### src/rtl/nibble_pack8_if.sv
// ---------------------------------------------------------------------------
// nibble_pack8_if : nibble-in / word-out handshake bundle for nibble_pack8
// Revision 1.0
// ---------------------------------------------------------------------------
`default_nettype none

interface nibble_pack8_if #(
  parameter int NIB_W = 4,
  parameter int NIBS  = 8
);
  localparam int IDX_W  = $clog2(NIBS);
  localparam int CNT_W  = $clog2(NIBS + 1);
  localparam int DATA_W = NIB_W * NIBS;

  logic [NIB_W-1:0]  in_nib;
  logic              in_valid;
  logic              in_last;
  logic              in_ready;
  logic [DATA_W-1:0] dataout;
  logic [CNT_W-1:0]  out_count;
  logic              out_valid;
  logic              out_ready;
  logic [IDX_W-1:0]  wr_idx;

  // Driven by whoever feeds nibbles in and drains words out.
  modport master (
    output in_nib, in_valid, in_last, out_ready,
    input  in_ready, dataout, out_count, out_valid, wr_idx
  );

  modport slave (
    input  in_nib, in_valid, in_last, out_ready,
    output in_ready, dataout, out_count, out_valid, wr_idx
  );
endinterface

`default_nettype wire

### src/rtl/nibble_pack8.sv
// ---------------------------------------------------------------------------
// nibble_pack8 : packs a serial nibble stream into 32-bit words, slot k at [4k+3:4k]
// Revision 1.0
// ---------------------------------------------------------------------------
`default_nettype none

module nibble_pack8 #(
  parameter int NIB_W = 4,
  parameter int NIBS  = 8
) (
  input  logic clk,
  input  logic rst,
  nibble_pack8_if.slave bus
);
  localparam int IDX_W  = $clog2(NIBS);
  localparam int CNT_W  = $clog2(NIBS + 1);
  localparam int DATA_W = NIB_W * NIBS;
  localparam logic [IDX_W-1:0] LAST_IDX = IDX_W'(NIBS - 1);

  typedef enum logic [0:0] {
    FILL = 1'b0,
    HOLD = 1'b1
  } state_t;

  state_t            state_q;
  logic [DATA_W-1:0] data_q;
  logic [CNT_W-1:0]  count_q;
  logic              valid_q;
  logic [IDX_W-1:0]  wr_idx_q;

  logic              in_ready;
  logic              in_acc;
  logic [DATA_W-1:0] first_word;
  logic [CNT_W-1:0]  fill_count;

  // In HOLD a nibble may only enter on the same edge the held word leaves.
  assign in_ready   = (state_q == FILL) || bus.out_ready;
  assign in_acc     = bus.in_valid && in_ready;
  assign first_word = {{(DATA_W - NIB_W){1'b0}}, bus.in_nib};
  assign fill_count = {{(CNT_W - IDX_W){1'b0}}, wr_idx_q} + CNT_W'(1);

  always_ff @(posedge clk) begin
    if (rst) begin
      state_q  <= FILL;
      data_q   <= '0;
      count_q  <= '0;
      valid_q  <= 1'b0;
      wr_idx_q <= '0;
    end else begin
      case (state_q)
        FILL: begin
          if (in_acc) begin
            // Slot 0 of a new word wipes the rest so short words read zero-padded.
            if (wr_idx_q == '0) begin
              data_q <= first_word;
            end else begin
              data_q[wr_idx_q*NIB_W +: NIB_W] <= bus.in_nib;
            end
            if (bus.in_last || (wr_idx_q == LAST_IDX)) begin
              count_q  <= fill_count;
              valid_q  <= 1'b1;
              state_q  <= HOLD;
              wr_idx_q <= '0;
            end else begin
              wr_idx_q <= wr_idx_q + IDX_W'(1);
            end
          end
        end
        HOLD: begin
          if (bus.out_ready) begin
            if (bus.in_valid) begin
              data_q <= first_word;
              if (bus.in_last) begin
                count_q <= CNT_W'(1);
              end else begin
                state_q  <= FILL;
                valid_q  <= 1'b0;
                wr_idx_q <= IDX_W'(1);
              end
            end else begin
              state_q <= FILL;
              valid_q <= 1'b0;
            end
          end
        end
        default: begin
          state_q <= FILL;
          valid_q <= 1'b0;
        end
      endcase
    end
  end

  assign bus.in_ready  = in_ready;
  assign bus.dataout   = data_q;
  assign bus.out_count = count_q;
  assign bus.out_valid = valid_q;
  assign bus.wr_idx    = wr_idx_q;

endmodule

`default_nettype wire

### src/flat_wrapper.sv
// flat-port wrapper written by rule: the top's interface ports become plain ports
module nibble_pack8_flat 
#(
  parameter int NIB_W = 4,
  parameter int NIBS  = 8
)
  (clk, rst, bus_in_nib, bus_in_valid, bus_in_last, bus_out_ready, bus_in_ready, bus_dataout, bus_out_count, bus_out_valid, bus_wr_idx);
  nibble_pack8_if #(.NIB_W(NIB_W), .NIBS(NIBS)) bus_i ();
  input  logic clk;
  input  logic rst;
  input wire logic [$bits(bus_i.in_nib)-1:0] bus_in_nib;
  input wire logic [$bits(bus_i.in_valid)-1:0] bus_in_valid;
  input wire logic [$bits(bus_i.in_last)-1:0] bus_in_last;
  input wire logic [$bits(bus_i.out_ready)-1:0] bus_out_ready;
  output wire logic [$bits(bus_i.in_ready)-1:0] bus_in_ready;
  output wire logic [$bits(bus_i.dataout)-1:0] bus_dataout;
  output wire logic [$bits(bus_i.out_count)-1:0] bus_out_count;
  output wire logic [$bits(bus_i.out_valid)-1:0] bus_out_valid;
  output wire logic [$bits(bus_i.wr_idx)-1:0] bus_wr_idx;
  assign bus_i.in_nib = bus_in_nib;
  assign bus_i.in_valid = bus_in_valid;
  assign bus_i.in_last = bus_in_last;
  assign bus_i.out_ready = bus_out_ready;
  assign bus_in_ready = bus_i.in_ready;
  assign bus_dataout = bus_i.dataout;
  assign bus_out_count = bus_i.out_count;
  assign bus_out_valid = bus_i.out_valid;
  assign bus_wr_idx = bus_i.wr_idx;
  nibble_pack8 #(.NIB_W(NIB_W), .NIBS(NIBS)) u_core (.clk(clk), .rst(rst), .bus(bus_i));
endmodule
### config.mk
export PLATFORM = sky130hd
export DESIGN_NAME = nibble_pack8_flat
export DESIGN_NICKNAME = d
export VERILOG_FILES = /design/src/rtl/nibble_pack8_if.sv /design/src/rtl/nibble_pack8.sv /design/src/flat_wrapper.sv
export SDC_FILE = /design/constraint.sdc
export NUM_CORES = 1
export LEC_CHECK = 0
export ABC_AREA = 1
export CORE_MARGIN = 8
export CORE_UTILIZATION = 44
export CTS_CLUSTER_DIAMETER = 150
export DETAILED_ROUTE_END_ITERATION = 16
export GPL_TIMING_DRIVEN = 0
export PLACE_DENSITY_LB_ADDON = 0.25
export SLEW_MARGIN = 20
export SYNTH_ARGS = -nofsm -noshare
export SYNTH_HDL_FRONTEND = slang
export SYNTH_SLANG_ARGS = --single-unit
### constraint.sdc
create_clock -name clk -period 2.5 [get_ports clk]
set_input_delay 0.25 -clock clk [delete_from_list [all_inputs] [get_ports clk]]
set_output_delay 0.25 -clock clk [all_outputs]
set_load 0.1 [all_outputs]
After elaboration in Yosys (flattened, before gate mapping) --
Cells that the tools add are included.
Cells by class: $add $sub $neg 3, eq/ne operators 8, shift-type cells 2, mux-type cells 30, bitwise logic cells 1, reduce and logical (&&, ||, !) cells 8
Operator list (number):
- $mux W32 | 4
- $pmux W32 S2 | 1
- $neg A5 Y34 | 1
- $shift A4 B34 Y32 const A | 1
- $shiftx A4 B34 Y32 | 1
- $bwmux W32 | 1
- $mux W4 | 5
- $mux W3 | 5
- $mux W1 | 10
- $ne A2 B2 Y1 const B | 5
- $pmux W4 S2 | 1
- $reduce_and A4 Y1 | 2
- $pmux W3 S2 | 1
- $reduce_and A5 Y1 | 1
- $add A3 B1 Y4 const B | 1
- $pmux W1 S2 | 2
- $add A3 B1 Y3 const B | 1
- $eq A3 B3 Y1 const B | 1
- $logic_not A3 Y1 | 1
- $ne A3 B3 Y1 const B | 1
- $reduce_and A3 Y1 | 1
- $logic_or A1 B1 Y1 | 2
- $ne A2 B1 Y1 const B | 1
- $logic_and A1 B1 Y1 | 1
- $not A1 Y1 | 1
Word-level totals: register bits 41, input bits 9, output and inout bits 41, logic and storage cells 57

Longest topological paths before layout --
Gate-level depths: netlist (run 1).
word-level depth 6, gate-level depth with buffers 12, depth with buffers taken out 11

Worst setup path before layout (run 1) --
Ideal clock, no wire load.
path kind register to register, start register u_core.wr_idx_q[0] (netlist: u_core.bus.wr_idx[0]), end register u_core.data_q[27] (netlist: u_core.bus.dataout[27]), data arrival time 2586 ps, path slack -203 ps, stages on the path, launching flop included 13, cell sequence dfxtp_1 > inv_4 > ha_1 > ha_1 > buf_2 > inv_1 > nand2_1 > nor2_1 > nand2_1 > nand2_2 > nand2_1 > nand2_1 > nor2_1
On the way: word-level cells in the longest chain between the ends 6, elaborated cells on any way between the ends 8, classes of those cells 1 x add/sub; 2 x shift; 4 x mux; 1 x reduce/logical
Ends and longest elaborated chain:
- from (decl) | line nibble_pack8.sv:29 | logic [IDX_W-1:0] wr_idx_q;
- from (signal assigned) | line nibble_pack8.sv:65 | wr_idx_q <= wr_idx_q + IDX_W'(1);
- $neg A5 Y34 | line nibble_pack8.sv:57 | data_q[wr_idx_q*NIB_W +: NIB_W] <= bus.in_nib;
- $shiftx A4 B34 Y32 or $shift A4 B34 Y32 (tied branches) | line nibble_pack8.sv:57
- $bwmux W32 | line nibble_pack8.sv:57
- $mux W32 (*) | line nibble_pack8.sv:54 | if (wr_idx_q == '0) begin
- $mux W32 (*) | line nibble_pack8.sv:52 | if (in_acc) begin
- $pmux W32 S2 (*) | line nibble_pack8.sv:50 | case (state_q)
- to (signal assigned) | line nibble_pack8.sv:55 | data_q <= first_word;
- to (signal, indexed assignment) | line nibble_pack8.sv:57
- to (signal assigned) | line nibble_pack8.sv:72 | data_q <= first_word;
- to (decl) | line nibble_pack8.sv:26 | logic [DATA_W-1:0] data_q;
Mark *: on every way between the ends. The rest lies on a longest branch, timed or not. The select of a mux whose other input is x is not followed. A chain may end at the register's enable or synchronous reset.

Final worst setup path (run 1) --
start input port bus_out_ready, end output port bus_in_ready
On the way: word-level cells in the longest chain between the ends 1
Ends and longest elaborated chain:
- from (decl) | line flat_wrapper.sv:14 | input wire logic [$bits(bus_i.out_ready)-1:0] bus_out_ready;
- $logic_or A1 B1 Y1 | line nibble_pack8.sv:37 | assign in_ready = (state_q == FILL) || bus.out_ready;
- to (decl) | line flat_wrapper.sv:15 | output wire logic [$bits(bus_i.in_ready)-1:0] bus_in_ready;
Every way passes these cells.

==> flow_summary.html, run 1 <==
<table>
<tr><th>Metric</th><th>Value</th></tr>
<tr><th colspan="2">Clock tree</th></tr>
<tr><td>TritonCTS clock tree</td><td>yes</td></tr>
<tr><td>Max clock buf depth</td><td>2</td></tr>
<tr><td>Sinks on Clock Net</td><td>41</td></tr>
<tr><td>Setup bufs post-CTS</td><td>0</td></tr>
<tr><td>CTS hold repair buffers</td><td>0</td></tr>
<tr><td>Clock transition at the register clock pins on the worst setup and hold paths after CTS</td><td>80 ps</td></tr>
<tr><td>Resize count post-CTS</td><td>0</td></tr>
<tr><td>Buffer type at the clock tree root</td><td>sky130_fd_sc_hd__clkbuf_8</td></tr>
<tr><td>TritonCTS Buffers</td><td>5</td></tr>
<tr><td>H-tree lvl count</td><td>2</td></tr>
<tr><td>Clock latency of the later-clocked register in the worst-skew pair</td><td>290 ps</td></tr>
<tr><th colspan="2">Critical path</th></tr>
<tr><td>Cells along the critical path</td><td>clkdlybuf4s50_1 &gt; inv_1 &gt; nand2_2 &gt; clkdlybuf4s50_1</td></tr>
<tr><td>Nature of the critical path endpoint</td><td>primary output</td></tr>
<tr><td>Source of the critical timing path</td><td>bus_out_ready</td></tr>
<tr><td>Worst EP required</td><td>2250 ps</td></tr>
<tr><td>Delay of the slowest cell on the worst path</td><td>1150 ps</td></tr>
<tr><td>Startpoint Class</td><td>input port</td></tr>
<tr><td>Maximum fanout encountered on the critical timing path</td><td>3</td></tr>
<tr><td>Sum of buffers and inverters on the critical path</td><td>3</td></tr>
<tr><td>Slowest CP cell</td><td>sky130_fd_sc_hd__clkdlybuf4s50_1</td></tr>
<tr><td>Endpoint arrival time on the critical path</td><td>2030 ps</td></tr>
<tr><td>Cell repeated most along the worst path</td><td>sky130_fd_sc_hd__clkdlybuf4s50_1</td></tr>
<tr><td>Launching point of the worst reg2reg path</td><td>u_core.bus.wr_idx[0]$_SDFFE_PP0P_</td></tr>
<tr><td>Dominant delay contributor by cell family on the critical path</td><td>buffers and inverters</td></tr>
<tr><td>Startpoint-to-endpoint class of the critical path</td><td>in -&gt; out</td></tr>
<tr><th colspan="2">Power</th></tr>
<tr><td>Power per cell area</td><td>733 mW/mm^2</td></tr>
<tr><td>Peak supply drop</td><td>0.382 mV</td></tr>
<tr><td>Leakage power</td><td>1.12 nW</td></tr>
<tr><th colspan="2">Layout</th></tr>
<tr><td>Post-route standard cell area excluding fillers</td><td>0.00274 mm^2</td></tr>
<tr><td>Layout Area Growth over Synthesis</td><td>32.4%</td></tr>
<tr><td>Number of non-filler instances in the completed layout</td><td>409</td></tr>
<tr><td>Commonest cells after routing, fill and taps aside</td><td>sky130_fd_sc_hd__nand2_1, sky130_fd_sc_hd__nor2_1, sky130_fd_sc_hd__clkdlybuf4s50_1</td></tr>
<tr><td>Most common cell after layout, fill and taps aside</td><td>sky130_fd_sc_hd__nand2_1</td></tr>
<tr><td>Final antenna diode count</td><td>0</td></tr>
<tr><td>Final-stage net count</td><td>368</td></tr>
<tr><td>Fraction of final layout cells sized beyond drive strength 1</td><td>0.0873</td></tr>
<tr><th colspan="2">Detailed routing</th></tr>
<tr><td>Met3 wirelength from detailed routing</td><td>266 um</td></tr>
<tr><td>DRT Pass-1 Iters</td><td>4</td></tr>
<tr><td>Top Layer Used</td><td>met4</td></tr>
<tr><td>Routed length on met2</td><td>2370 um</td></tr>
<tr><td>DRC viols</td><td>0</td></tr>
<tr><td>Post-Route WL</td><td>5180 um</td></tr>
<tr><td>DRT antenna net count</td><td>0</td></tr>
<tr><td>DRC marker count from the first detailed-route iteration</td><td>160</td></tr>
<tr><td>Final routed wire length divided by cell count</td><td>12.7 um</td></tr>
<tr><td>Routed length on met1</td><td>2450 um</td></tr>
<tr><td>Vias/cell</td><td>4.94</td></tr>
<tr><td>Via count</td><td>2020</td></tr>
<tr><th colspan="2">Timing</th></tr>
<tr><td>Post-route setup TNS</td><td>0 ps</td></tr>
<tr><td>Post-layout minimum cycle time</td><td>2280 ps</td></tr>
<tr><td>RSZ-0062 raised after global routing</td><td>no</td></tr>
<tr><td>Relative max-transition margin</td><td>0.338</td></tr>
<tr><td>Worst setup skew after layout</td><td>4.23 ps</td></tr>
<tr><td>Least-Margin Pin Slew</td><td>990 ps</td></tr>
<tr><td>Final Cycle Share</td><td>0.914</td></tr>
<tr><td>Final count of pins violating max slew</td><td>0</td></tr>
<tr><td>Final hold violations</td><td>0</td></tr>
<tr><td>Upper clock frequency limit</td><td>438 MHz</td></tr>
<tr><td>Endpoints failing setup</td><td>0</td></tr>
<tr><th colspan="2">Logic synthesis</th></tr>
<tr><td>Area contributors post-synth</td><td>sky130_fd_sc_hd__dfxtp_1, sky130_fd_sc_hd__nand2_1, sky130_fd_sc_hd__nor2_1</td></tr>
<tr><td>Main flop type after synthesis</td><td>sky130_fd_sc_hd__dfxtp_1</td></tr>
<tr><td>Register area share after synthesis</td><td>0.397</td></tr>
<tr><td>Post-synth EDFFs</td><td>0</td></tr>
<tr><td>Cell area after technology mapping</td><td>0.00207 mm^2</td></tr>
<tr><td>Number of different library cells in the post-synthesis netlist</td><td>31</td></tr>
<tr><td>Mean cell area of the mapped netlist</td><td>6.92 um^2</td></tr>
<tr><td>Post-synthesis cell count</td><td>299</td></tr>
<tr><td>Flop and latch count out of synthesis</td><td>41</td></tr>
<tr><td>Syn. warnings</td><td>0</td></tr>
<tr><td>Library cell with the largest summed area after synthesis</td><td>sky130_fd_sc_hd__dfxtp_1</td></tr>
<tr><td>Yosys top cell area share</td><td>0.397</td></tr>
<tr><td>Net Count, Synth</td><td>313</td></tr>
<tr><td>Synth async-reset ratio</td><td>0</td></tr>
<tr><th colspan="2">Place</th></tr>
<tr><td>Weighted congestion at the end of routability-driven global placement</td><td>0.874</td></tr>
<tr><td>Buffers on Ports</td><td>48</td></tr>
<tr><td>Number of placed instances with taps included</td><td>401</td></tr>
<tr><td>Cell area after placement</td><td>0.00262 mm^2</td></tr>
<tr><td>Detailed Place HPWL</td><td>3990 um</td></tr>
<tr><th colspan="2">Flow run</th></tr>
<tr><td>Number of violations of the max-capacitance limit</td><td>0</td></tr>
<tr><th colspan="2">Die</th></tr>
<tr><td>Standard-cell row count</td><td>25</td></tr>
<tr><td>Width of the chip</td><td>84.6 um</td></tr>
<tr><td>Initial Util</td><td>0.447</td></tr>
<tr><td>Overall die area</td><td>0.00715 mm^2</td></tr>
<tr><td>Die H</td><td>84.6 um</td></tr>
<tr><td>Number of I/O pins</td><td>50</td></tr>
<tr><td>Placeable core region</td><td>0.00463 mm^2</td></tr>
<tr><th colspan="2">GRT</th></tr>
<tr><td>Global-route wire length before repair</td><td>8840 um</td></tr>
<tr><td>Aggregate global-route resource usage</td><td>0.150</td></tr>
<tr><td>Global route total overflow</td><td>0</td></tr>
<tr><td>Vias in the first global route</td><td>1987</td></tr>
<tr><td>Pin count of the biggest net entering global routing</td><td>14</td></tr>
<tr><td>Number of antenna violations at the first check in global routing</td><td>0</td></tr>
<tr><th colspan="2">Worst hold path</th></tr>
<tr><td>Min-Delay Startpoint</td><td>rst</td></tr>
<tr><td>Class of the most critical hold timing path</td><td>in -&gt; reg</td></tr>
<tr><th colspan="2">Outcome</th></tr>
<tr><td>Result of the run</td><td>finished, final reports clean</td></tr>
</table>
## area by class of cell
class / count / area [um^2]
Multi-Input combinational cell: 221 / 1100
Clock buffer: 6 / 82.6
Tap cell: 54 / 67.6
Buffer: 7 / 31.3
Inverter: 30 / 120
Clock inverter: 2 / 37.5
Fill cell: 436 / 1890
Timing Repair Buffer: 48 / 480
Sequential cell: 41 / 823
## power by group
group          total [W]  switching [W]  leakage (nW)  internal [W]
Combinational   0.000730       0.000561         0.731      0.000169
Clock           0.000550       0.000225        0.0574      0.000324
Sequential      0.000728      0.0000292         0.336      0.000699
## cells by family (layout without fill, tap and decap cells)
group                    Yosys count  in the layout  synth area share
AO/OA/AOI/OAI                     43             43             0.114
adder cells (fa/ha/maj)            5              5            0.0302
AND/OR/NAND/NOR                  173            173             0.386
flip-flops                        41             41             0.397
buffers and inverters             37             93            0.0732
## worst reg2reg max path: cells and delay by family (launching register included)
family / cells / cell delay [ps]
simple gates: 7 / 570
fa+ha+maj: 2 / 500
buf+inv: 3 / 520
flops: 1 / 450
## per-layer routing
layer	vias to the layer above	global-route usage
li1	1075	-
met1	879	0.175
met2	54	0.248
met3	12	0.0468
met4	0	0.0583
met5	-	0
## metrics by stage
step / total power, W / util / hold WS [ps] / worst slack [ps]
after global placement: 0.00147 / 0.566 / 451 / 213
after detailed placement: 0.00147 / 0.566 / 453 / 209
final: 0.00201 / 0.592 / 355 / 215
after CTS: 0.00202 / 0.592 / 353 / 206
after floorplan: 0.00131 / - / 385 / 18.1
after global routing: 0.00211 / 0.592 / 373 / 152
## synth_stat cells, types with 3 or more instances
| master | instances |
|---|---|
| sky130_fd_sc_hd__ha_1 | 5 |
| sky130_fd_sc_hd__nand3_1 | 28 |
| sky130_fd_sc_hd__a21oi_1 | 27 |
| sky130_fd_sc_hd__dfxtp_1 | 41 |
| sky130_fd_sc_hd__o21ai_0 | 11 |
| sky130_fd_sc_hd__nand4_1 | 4 |
| sky130_fd_sc_hd__buf_2 | 3 |
| sky130_fd_sc_hd__nor2_1 | 56 |
| sky130_fd_sc_hd__nor3_1 | 3 |
| sky130_fd_sc_hd__clkbuf_1 | 3 |
| sky130_fd_sc_hd__nand2_1 | 68 |
| sky130_fd_sc_hd__inv_1 | 25 |
## path summary, 6_finish.rpt
check / to / slack (ps) / cells past startpoint
setup / recovery: bus_in_ready / 220 / 4
hold / removal: u_core.bus.out_valid$_SDFFE_PP0P_ / 350 / 2
setup reg to reg: u_core.bus.dataout[27]$_SDFFE_PP0P_ / 350 / 12
hold reg to reg: u_core.bus.dataout[21]$_SDFFE_PP0P_ / 460 / 2
## registers in the layout (all words and copies together), names as in the netlist
| signal | cells |
|---|---|
| u_core.state_q | 1 |
| u_core.bus.wr_idx | 3 |
| u_core.bus.out_valid | 1 |
| u_core.bus.dataout | 32 |
| u_core.bus.out_count | 4 |
Power figures use the tool's default switching activity.
==> run 2: changes to the inputs <==
--- a/config.mk
+++ b/config.mk
@@ -9,10 +9,12 @@
 export CORE_MARGIN = 8
 export CORE_UTILIZATION = 44
 export CTS_CLUSTER_DIAMETER = 150
+export CTS_CLUSTER_SIZE = 10
 export DETAILED_ROUTE_END_ITERATION = 16
 export GPL_TIMING_DRIVEN = 0
-export PLACE_DENSITY_LB_ADDON = 0.25
+export PLACE_DENSITY_LB_ADDON = 0.15
 export SLEW_MARGIN = 20
 export SYNTH_ARGS = -nofsm -noshare
 export SYNTH_HDL_FRONTEND = slang
 export SYNTH_SLANG_ARGS = --single-unit
+export TNS_END_PERCENT = 30
==> flow_summary.html, run 2 (synthesis results as in run 1) <==
<table>
<tr><th>Metric</th><th>Value</th></tr>
<tr><th colspan="2">Outcome</th></tr>
<tr><td>Result of the run</td><td>finished, final reports clean</td></tr>
<tr><th colspan="2">Layout</th></tr>
<tr><td>End-of-flow core utilization</td><td>0.584 (-0.00811)</td></tr>
<tr><td>Largest register FFs</td><td>32 (unchanged)</td></tr>
<tr><td>Commonest cells after routing, fill and taps aside</td><td>sky130_fd_sc_hd__nand2_1, sky130_fd_sc_hd__nor2_1, sky130_fd_sc_hd__clkdlybuf4s50_1</td></tr>
<tr><td>Multi-input logic area</td><td>0.00110 mm^2 (unchanged)</td></tr>
<tr><td>Most common cell after layout, fill and taps aside</td><td>sky130_fd_sc_hd__nand2_1</td></tr>
<tr><td>Number of non-filler instances in the completed layout</td><td>409 (unchanged)</td></tr>
<tr><td>Final-stage net count</td><td>368 (unchanged)</td></tr>
<tr><td>Fillcell total</td><td>451 (+3.4%)</td></tr>
<tr><td>Area taken by flip-flops and latches</td><td>823 um^2 (unchanged)</td></tr>
<tr><td>Final antenna diode count</td><td>0 (unchanged)</td></tr>
<tr><td>Fraction of final layout cells sized beyond drive strength 1</td><td>0.0845 (-0.00282)</td></tr>
<tr><td>Layout Area Growth over Synthesis</td><td>30.6%</td></tr>
<tr><th colspan="2">Clock tree</th></tr>
<tr><td>Setup bufs post-CTS</td><td>0 (unchanged)</td></tr>
<tr><td>Clock latency of the later-clocked register in the worst-skew pair</td><td>290 ps (about the same)</td></tr>
<tr><td>H-tree lvl count</td><td>2 (unchanged)</td></tr>
<tr><td>TritonCTS Buffers</td><td>5 (unchanged)</td></tr>
<tr><td>Clock transition at the register clock pins on the worst setup and hold paths after CTS</td><td>70 ps (about the same)</td></tr>
<tr><td>TritonCTS clock tree</td><td>yes</td></tr>
<tr><td>Buffer type at the clock tree root</td><td>sky130_fd_sc_hd__clkbuf_8</td></tr>
<tr><td>Sinks on Clock Net</td><td>41 (unchanged)</td></tr>
<tr><td>CTS hold repair buffers</td><td>0 (unchanged)</td></tr>
<tr><td>Resize count post-CTS</td><td>0 (unchanged)</td></tr>
<tr><td>Max clock buf depth</td><td>2 (unchanged)</td></tr>
<tr><th colspan="2">Die</th></tr>
<tr><td>Initial Util</td><td>0.447 (unchanged)</td></tr>
<tr><td>Number of I/O pins</td><td>50 (unchanged)</td></tr>
<tr><td>Width of the chip</td><td>84.6 um (unchanged)</td></tr>
<tr><td>Standard-cell row count</td><td>25 (unchanged)</td></tr>
<tr><td>Overall die area</td><td>0.00715 mm^2 (unchanged)</td></tr>
<tr><td>Placeable core region</td><td>0.00463 mm^2 (unchanged)</td></tr>
<tr><td>Die H</td><td>84.6 um (unchanged)</td></tr>
<tr><th colspan="2">Timing</th></tr>
<tr><td>Final Cycle Share</td><td>0.913 (about the same)</td></tr>
<tr><td>Relative max-transition margin</td><td>0.339 (+0.00151)</td></tr>
<tr><td>Post-layout minimum cycle time</td><td>2280 ps (-2.28 ps)</td></tr>
<tr><td>Final count of pins violating max slew</td><td>0 (unchanged)</td></tr>
<tr><td>Least-Margin Pin Slew</td><td>988 ps (-2.26 ps)</td></tr>
<tr><td>Worst setup skew after layout</td><td>4.62 ps (+0.387 ps)</td></tr>
<tr><td>Final hold violations</td><td>0 (unchanged)</td></tr>
<tr><td>Post-route setup TNS</td><td>0 ps (unchanged)</td></tr>
<tr><td>RSZ-0062 raised after global routing</td><td>no</td></tr>
<tr><td>Endpoints failing setup</td><td>0 (unchanged)</td></tr>
<tr><td>Upper clock frequency limit</td><td>438 MHz (about the same)</td></tr>
<tr><th colspan="2">Critical path</th></tr>
<tr><td>Startpoint Class</td><td>input port</td></tr>
<tr><td>Maximum fanout encountered on the critical timing path</td><td>3 (unchanged)</td></tr>
<tr><td>Startpoint-to-endpoint class of the critical path</td><td>in -&gt; out</td></tr>
<tr><td>Flop-to-flop setup slack</td><td>310 ps (-40 ps)</td></tr>
<tr><td>Worst EP required</td><td>2250 ps (about the same)</td></tr>
<tr><td>Nature of the critical path endpoint</td><td>primary output</td></tr>
<tr><td>Endpoint arrival time on the critical path</td><td>2030 ps (about the same)</td></tr>
<tr><th colspan="2">Worst hold path</th></tr>
<tr><td>Class of the most critical hold timing path</td><td>in -&gt; reg</td></tr>
<tr><th colspan="2">Detailed routing</th></tr>
<tr><td>Vias/cell</td><td>5.00 (+1.2%)</td></tr>
<tr><td>Final routed wire length divided by cell count</td><td>12.7 um (about the same)</td></tr>
<tr><td>Via count</td><td>2044 (+1.2%)</td></tr>
<tr><td>DRC viols</td><td>0 (unchanged)</td></tr>
<tr><td>DRT antenna net count</td><td>0 (unchanged)</td></tr>
<tr><td>DRC marker count from the first detailed-route iteration</td><td>140 (-13%)</td></tr>
<tr><td>DRT Pass-1 Iters</td><td>4 (unchanged)</td></tr>
<tr><td>Post-Route WL</td><td>5190 um (about the same)</td></tr>
<tr><th colspan="2">Power</th></tr>
<tr><td>Internal cell power</td><td>0.00106 W (-11%)</td></tr>
<tr><td>Peak supply drop</td><td>0.371 mV (-2.9%)</td></tr>
<tr><td>Total net switching power</td><td>0.000812 W (-0.41%)</td></tr>
<tr><td>Switching share of power</td><td>0.433 (+0.0273)</td></tr>
<tr><td>Leakage power</td><td>1.11 nW (-1.1%)</td></tr>
<tr><td>Sequential share of power</td><td>0.388 (+0.025)</td></tr>
<tr><td>Comb power frac</td><td>0.390 (+0.026)</td></tr>
<tr><td>Clk pwr share</td><td>0.222 (-0.052)</td></tr>
<tr><td>Power per cell area</td><td>693 mW/mm^2 (-5.4%)</td></tr>
<tr><th colspan="2">Place</th></tr>
<tr><td>Buffers on Ports</td><td>48 (unchanged)</td></tr>
<tr><td>Number of placed instances with taps included</td><td>401 (unchanged)</td></tr>
<tr><td>Detailed Place HPWL</td><td>4020 um (+0.96%)</td></tr>
<tr><td>Weighted congestion at the end of routability-driven global placement</td><td>0.869 (-0.61%)</td></tr>
<tr><th colspan="2">GRT</th></tr>
<tr><td>Vias in the first global route</td><td>2010 (+1.2%)</td></tr>
<tr><td>Pin count of the biggest net entering global routing</td><td>13 (-1)</td></tr>
<tr><td>Global route total overflow</td><td>0 (unchanged)</td></tr>
<tr><td>Aggregate global-route resource usage</td><td>0.152 (+0.00195)</td></tr>
<tr><td>Global-route wire length before repair</td><td>8870 um (+0.40%)</td></tr>
<tr><td>Number of antenna violations at the first check in global routing</td><td>0 (unchanged)</td></tr>
<tr><th colspan="2">Flow run</th></tr>
<tr><td>Number of violations of the max-capacitance limit</td><td>0 (unchanged)</td></tr>
</table>
## run 2: cell types whose count changed in the layout (fill, tap and decap cells not counted)
cell	change
sky130_fd_sc_hd__bufinv_16	-1
sky130_fd_sc_hd__clkbuf_1	+1
sky130_fd_sc_hd__clkbuf_8	-1
sky130_fd_sc_hd__clkinv_2	+2
sky130_fd_sc_hd__clkinvlp_4	-1
## run 2: final cells by class
| class | count | area share |
|---|---|---|
| Inverter | 30 | 0.0444 |
| Sequential cell | 41 | 0.305 |
| Buffer | 7 | 0.0116 |
| Timing Repair Buffer | 48 | 0.178 |
| Clock inverter | 2 | 0.00370 |
| Multi-Input combinational cell | 221 | 0.406 |
| Tap cell | 54 | 0.0250 |
| Clock buffer | 6 | 0.0269 |
## run 2: worst max-delay path: stages
cell	delay, ps
sky130_fd_sc_hd__clkdlybuf4s50_1	450
sky130_fd_sc_hd__inv_1	60
sky130_fd_sc_hd__nand2_2	110
sky130_fd_sc_hd__clkdlybuf4s50_1	1150
## run 2: path summary, 6_finish.rpt
check / start / depth (start not counted) / end
setup / recovery: bus_out_ready / 4 / bus_in_ready
hold / removal: rst / 2 / u_core.state_q$_SDFF_PP0_
setup reg to reg: u_core.bus.wr_idx[0]$_SDFFE_PP0P_ / 12 / u_core.bus.dataout[24]$_SDFFE_PP0P_
hold reg to reg: u_core.bus.dataout[7]$_SDFFE_PP0P_ / 2 / u_core.bus.dataout[7]$_SDFFE_PP0P_
## run 2: power by group through the flow
stage	Sequential (W)	Clock [W]	Combinational, W
2_1_floorplan	0.00106	0	0.000252
3_3_place_gp	0.000743	0	0.000726
3_5_place_dp	0.000742	0	0.000730
4_1_cts	0.000728	0.000428	0.000733
5_1_grt	0.000734	0.000458	0.000780
6_report	0.000727	0.000416	0.000731
## run 2: layer usage
layer / up-vias / part of all wire / global-route usage
met3: 13 / 0.076 / 0.0566
met2: 55 / 0.46 / 0.252
met4: 0 / 0.022 / 0.0696
met1: 895 / 0.44 / 0.168
li1: 1081 / - / -
met5: - / 0 / 0
## run 2: through the flow
step	power (W)	setup WS, ps	hold WS (ps)	cell area [um^2]
floorplan	0.00131	18.1	385	2070
global placement	0.00147	212	450	2620
detailed placement	0.00147	207	455	2620
CTS	0.00189	203	349	2700
global route	0.00197	157	362	2700
finish	0.00187	217	343	2700
